--- src/rtl/input_conditioner.sv ---
// Multi-channel raw-input conditioner: per-channel synchroniser chain, debounce
// counter, registered stable level and single-cycle rise/fall pulses.
module input_conditioner #(
    parameter int unsigned      WIDTH           = 4,
    parameter int unsigned      SYNC_STAGES     = 2,
    parameter int unsigned      DEBOUNCE_CYCLES = 4,
    parameter logic [WIDTH-1:0] RESET_VALUE     = '0,
    parameter bit               ADOPT_ON_RESET  = 1'b0
) (
    input  logic             clk,
    input  logic             reset,
    input  logic [WIDTH-1:0] raw_in,
    output logic [WIDTH-1:0] stable_out,
    output logic [WIDTH-1:0] rise_pulse,
    output logic [WIDTH-1:0] fall_pulse
);

    localparam int unsigned CNT_W  = $clog2(DEBOUNCE_CYCLES + 1);
    localparam int unsigned WARM_W = $clog2(SYNC_STAGES + 1);

    localparam logic [CNT_W-1:0]  CNT_LAST  = CNT_W'(DEBOUNCE_CYCLES - 1);
    localparam logic [WARM_W-1:0] WARM_LAST = WARM_W'(SYNC_STAGES);

    logic [WIDTH-1:0]  sync_q [SYNC_STAGES];
    logic [WIDTH-1:0]  sync_d [SYNC_STAGES];
    logic [WIDTH-1:0]  stable_q, stable_d;
    logic [WIDTH-1:0]  rise_q, rise_d;
    logic [WIDTH-1:0]  fall_q, fall_d;
    logic [CNT_W-1:0]  cnt_q [WIDTH];
    logic [CNT_W-1:0]  cnt_d [WIDTH];
    logic [WARM_W-1:0] warm_q, warm_d;
    logic              init_done_q, init_done_d;

    logic [WIDTH-1:0]  sync_s;
    logic              adopt;
    logic              debounce_en;

    assign sync_s = sync_q[SYNC_STAGES-1];

    always_comb begin
        sync_d[0] = raw_in;
        for (int k = 1; k < SYNC_STAGES; k++) begin
            sync_d[k] = sync_q[k-1];
        end
    end

    // Warm-up: in adopt mode, wait until the chain holds a real sample, then
    // take it as the stable level once. Without adopt mode debouncing is always on.
    always_comb begin
        // NOTE: every variable gets a default first, so no path can leave it
        // unassigned and infer a latch.
        warm_d      = warm_q;
        init_done_d = init_done_q;
        adopt       = 1'b0;
        if (ADOPT_ON_RESET && !init_done_q) begin
            if (warm_q == WARM_LAST) begin
                init_done_d = 1'b1;
                adopt       = 1'b1;
            end else begin
                warm_d = warm_q + WARM_W'(1);
            end
        end
        debounce_en = !ADOPT_ON_RESET || init_done_q;
    end

    always_comb begin
        stable_d = stable_q;
        rise_d   = '0;
        fall_d   = '0;
        for (int i = 0; i < WIDTH; i++) begin
            cnt_d[i] = '0;
        end

        if (adopt) begin
            stable_d = sync_s;
        end else if (debounce_en) begin
            for (int i = 0; i < WIDTH; i++) begin
                if (sync_s[i] == stable_q[i]) begin
                    cnt_d[i] = '0;
                end else if (cnt_q[i] == CNT_LAST) begin
                    stable_d[i] = sync_s[i];
                    rise_d[i]   = sync_s[i];
                    fall_d[i]   = ~sync_s[i];
                end else begin
                    cnt_d[i] = cnt_q[i] + CNT_W'(1);
                end
            end
        end
    end

    always_ff @(posedge clk or posedge reset) begin
        if (reset) begin
            for (int k = 0; k < SYNC_STAGES; k++) begin
                sync_q[k] <= RESET_VALUE;
            end
            for (int i = 0; i < WIDTH; i++) begin
                cnt_q[i] <= '0;
            end
            stable_q    <= RESET_VALUE;
            rise_q      <= '0;
            fall_q      <= '0;
            warm_q      <= '0;
            init_done_q <= 1'b0;
        end else begin
            // NOTE: non-blocking assignments so every flop samples pre-edge
            // values; the synchroniser shift depends on this.
            for (int k = 0; k < SYNC_STAGES; k++) begin
                sync_q[k] <= sync_d[k];
            end
            for (int i = 0; i < WIDTH; i++) begin
                cnt_q[i] <= cnt_d[i];
            end
            stable_q    <= stable_d;
            rise_q      <= rise_d;
            fall_q      <= fall_d;
            warm_q      <= warm_d;
            init_done_q <= init_done_d;
        end
    end

    assign stable_out = stable_q;
    assign rise_pulse = rise_q;
    assign fall_pulse = fall_q;

endmodule

--- config.mk ---
export PLATFORM = sky130hd
export DESIGN_NAME = input_conditioner
export DESIGN_NICKNAME = d
export VERILOG_FILES = /design/src/rtl/input_conditioner.sv
export SDC_FILE = /design/constraint.sdc
export NUM_CORES = 1
export LEC_CHECK = 0
export CORE_ASPECT_RATIO = 1.1
export CORE_MARGIN = 5
export CORE_UTILIZATION = 50
export DETAILED_ROUTE_END_ITERATION = 12
export GPL_TIMING_DRIVEN = 1
export PLACE_DENSITY = 0.75
export RECOVER_POWER = 25
export SYNTH_ARGS = -nofsm -noshare
export SYNTH_HDL_FRONTEND = slang
export SYNTH_SLANG_ARGS = --single-unit
--- constraint.sdc ---
create_clock -name clk -period 1.5 [get_ports clk]
set_clock_uncertainty 0.2 [all_clocks]
set_input_delay 0.3 -clock clk [delete_from_list [all_inputs] [get_ports clk]]
set_output_delay 0.3 -clock clk [all_outputs]
set_load 0.05 [all_outputs]
==> results_dict.tcl <==
set metrics [dict create \
    status "finished clean" \
    slew_violations 0 \
    clk_pin_slew_ns 0.09 \
    diodes 0 \
    power_frac_comb_pct 33.6 \
    seq_power_share_pct 43.9 \
    rsz0062_at_grt "no" \
    ir_worst_vdd_uv 1860 \
    cts_setup_buffers 0 \
    ys_ff_latch 32 \
    cap_violations 0 \
    cp_top_family "flip-flops" \
    critPathLaunchType "register" \
    fin_crit_sh_pct 96.7 \
    finalNetCount 104 \
    finalHoldViolations 0 \
    die-area_um2 3350 \
    crit_end "stable_out[3]" \
    cts_sinks 32 \
    cp_num_buf_inv 1 \
    initial_core_util_pct 51.3 \
    area_growth_pct 36.2 \
    tns_ns 0 \
    antenna_found_initial 0 \
    cellPowerDensity_nw_per_um2 1760 \
    drt_wl_total_mm 1.71 \
    synth_nets 79 \
    tightestPinTransition_ns 0.739 \
    drcViolationCount 0 \
    layout-drive-gt1-share_pct 33.7 \
    gp_congestion 0.625 \
    clk_path_buf_depth 2 \
    num_vias 616 \
    syn_area_um2 1140 \
    fin_total_pwr_uw 2740 \
    syn_avg_cell_area_um2 16.6 \
    clkPwrFrac_pct 22.6 \
    die-width_um 55.6 \
    power.switching_uw 869 \
    worstReg2RegEnd "stable_out[3]" \
    root_buffer "clkbuf_4" \
    crit_chain "buf_12" \
    fill_cells 138 \
    leakagePower_uw 0.000701 \
    p_int_uw 1870 \
    synth_cell_types 8 \
    via_per_inst 4.93 \
    core-area_um2 2230 \
    wl_per_cell_um 13.7 \
    die_y_um 60.2 \
    ff2ff_setup_slack_ns 0.11 \
    crit_type "reg2out" \
    hp-class "reg2reg" \
    grt_pass1_vias 701 \
    port_buffers 17 \
    tritoncts "yes" \
    worst-path-max-fanout 5 \
    drtPass1Iterations 2 \
    cts_resized 0 \
    grt-ovfl-total 0 \
    finalSetupViolations 0 \
    grt_max_degree 33 \
    netSwitchingFraction_pct 31.7 \
    grt_pass1_wl_mm 3.14 \
    htree_levels 2 \
    clock.fmax_mhz 690 \
    insertion_delay_ns 0.32 \
    drtAntennaViolNets 0 \
    ys_warn_count 0 \
    reg2reg_from "cnt_q[0]" \
    critPathLaunch "stable_out[3]" \
    min_period_ns 1.45 \
    synth_cells 69 \
    crit_path_end_kind "output port" \
    relSlewSlack_pct 50.7 \
    cts_hold_buf 0 \
    whs_path_depth 0 \
    cp_num_cells 1 \
    cp_data_arrival_time_ns 0.95 \
    ys_seq_area_share_pct 69.9 \
    slowest_delay_ns 0.46 \
    required_ns 1.00 \
    io_pins 18 \
    gr-usage-all-layers_pct 13.0 \
    rows 18 \
    drtIter0Drc 3 \
    reg2reg_depth 3 \
    cts_buffers 5 \
    slowest_stage "dfrtp_2" \
]
==> worst min path at each step <==
stage               from        end  slack, ns
6_report       sync_d[0]  sync_s[0]       0.16
5_1_grt        sync_d[0]  sync_s[0]       0.18
4_1_cts            reset   cnt_q[6]       0.12
3_5_place_dp   sync_d[0]  sync_s[0]       0.14
3_3_place_gp   sync_d[2]  sync_s[2]       0.13
2_1_floorplan  sync_d[0]  sync_s[0]       0.13
==> Yosys cell counts <==
cell type,count,share of area [%]
and3b_1,4,3.1
dfrtp_1,32,70
ha_1,4,4.4
inv_1,1,0.33
mux2_2,4,3.9
nand2b_4,4,4.8
nor3b_1,16,10
xnor2_1,4,3.1
==> worst reg2reg max path, cell delays in order, from the launching register on <==
cell      delay [ns]
dfrtp_1         0.39
ha_1            0.26
nand2b_4        0.11
mux2_2          0.33
==> stage by stage <==
stage	hold WS (ns)	worst slack, ns	util, %	cell area [um^2]	std cells
5_1_grt	0.180	0.000865	69.9	1560	125
3_3_place_gp	0.133	0.154	66.9	1490	117
3_5_place_dp	0.139	0.125	66.9	1490	117
6_report	0.156	0.0497	69.9	1560	125
2_1_floorplan	0.131	0.128	-	1140	69
4_1_cts	0.123	0.00429	70.4	1570	125
==> layer usage <==
metal	GRT usage, %	wire length, um	up-vias
li1	-	-	288
met1	13.3	639	308
met2	21.8	914	14
met3	6.70	109	6
met4	7.29	45	0
met5	0	0	-
==> registers in the layout (all words and copies together) (netlist names) <==
name	flops
stable_out	4
fall_pulse	4
sync_s	4
cnt_q	12
sync_d	4
rise_pulse	4
==> cells by family (layout without fill, tap and decap cells) <==
kind of cell	after synthesis	count (layout)	share of synthesized area [%]
xor gates and xnor gates	4	4	3.06
DFF	32	32	69.9
and+or+nand+nor	24	24	18.4
adders and majority gates	4	4	4.37
buffers and inverters	1	27	0.328
muxes	4	4	3.93
==> layout make-up <==
| type | instances | area [um^2] | share of cell area [%] |
|---|---|---|---|
| Sequential cell | 32 | 806 | 51.7 |
| Multi-Input combinational cell | 36 | 340 | 21.8 |
| Timing Repair Buffer | 18 | 295 | 18.9 |
| Clock buffer | 6 | 41.3 | 2.65 |
| Tap cell | 30 | 37.5 | 2.41 |
| Clock inverter | 2 | 35.0 | 2.25 |
| Inverter | 1 | 3.75 | 0.241 |
==> cells in the final DEF, fill, tap and decap left out <==
cell	instances
xnor2_1	4
nand2b_4	4
and3b_1	4
clkinv_2	1
bufinv_16	1
mux2_2	4
clkdlybuf4s50_1	1
clkbuf_1	1
clkbuf_2	1
ha_1	4
buf_12	12
inv_1	1
dfrtp_2	4
dlygate4sd3_1	4
nor3b_1	16
clkbuf_4	5
dfrtp_1	28
==> power by group through the flow <==
stage	Sequential (uW)	Combinational [uW]	Clock, uW
detailed placement	1210	940	0
global route	1230	988	691
CTS	1200	942	642
global placement	1190	906	0
floorplan	1380	333	0
finish	1200	919	618
(Power assumes the default switching activity.)
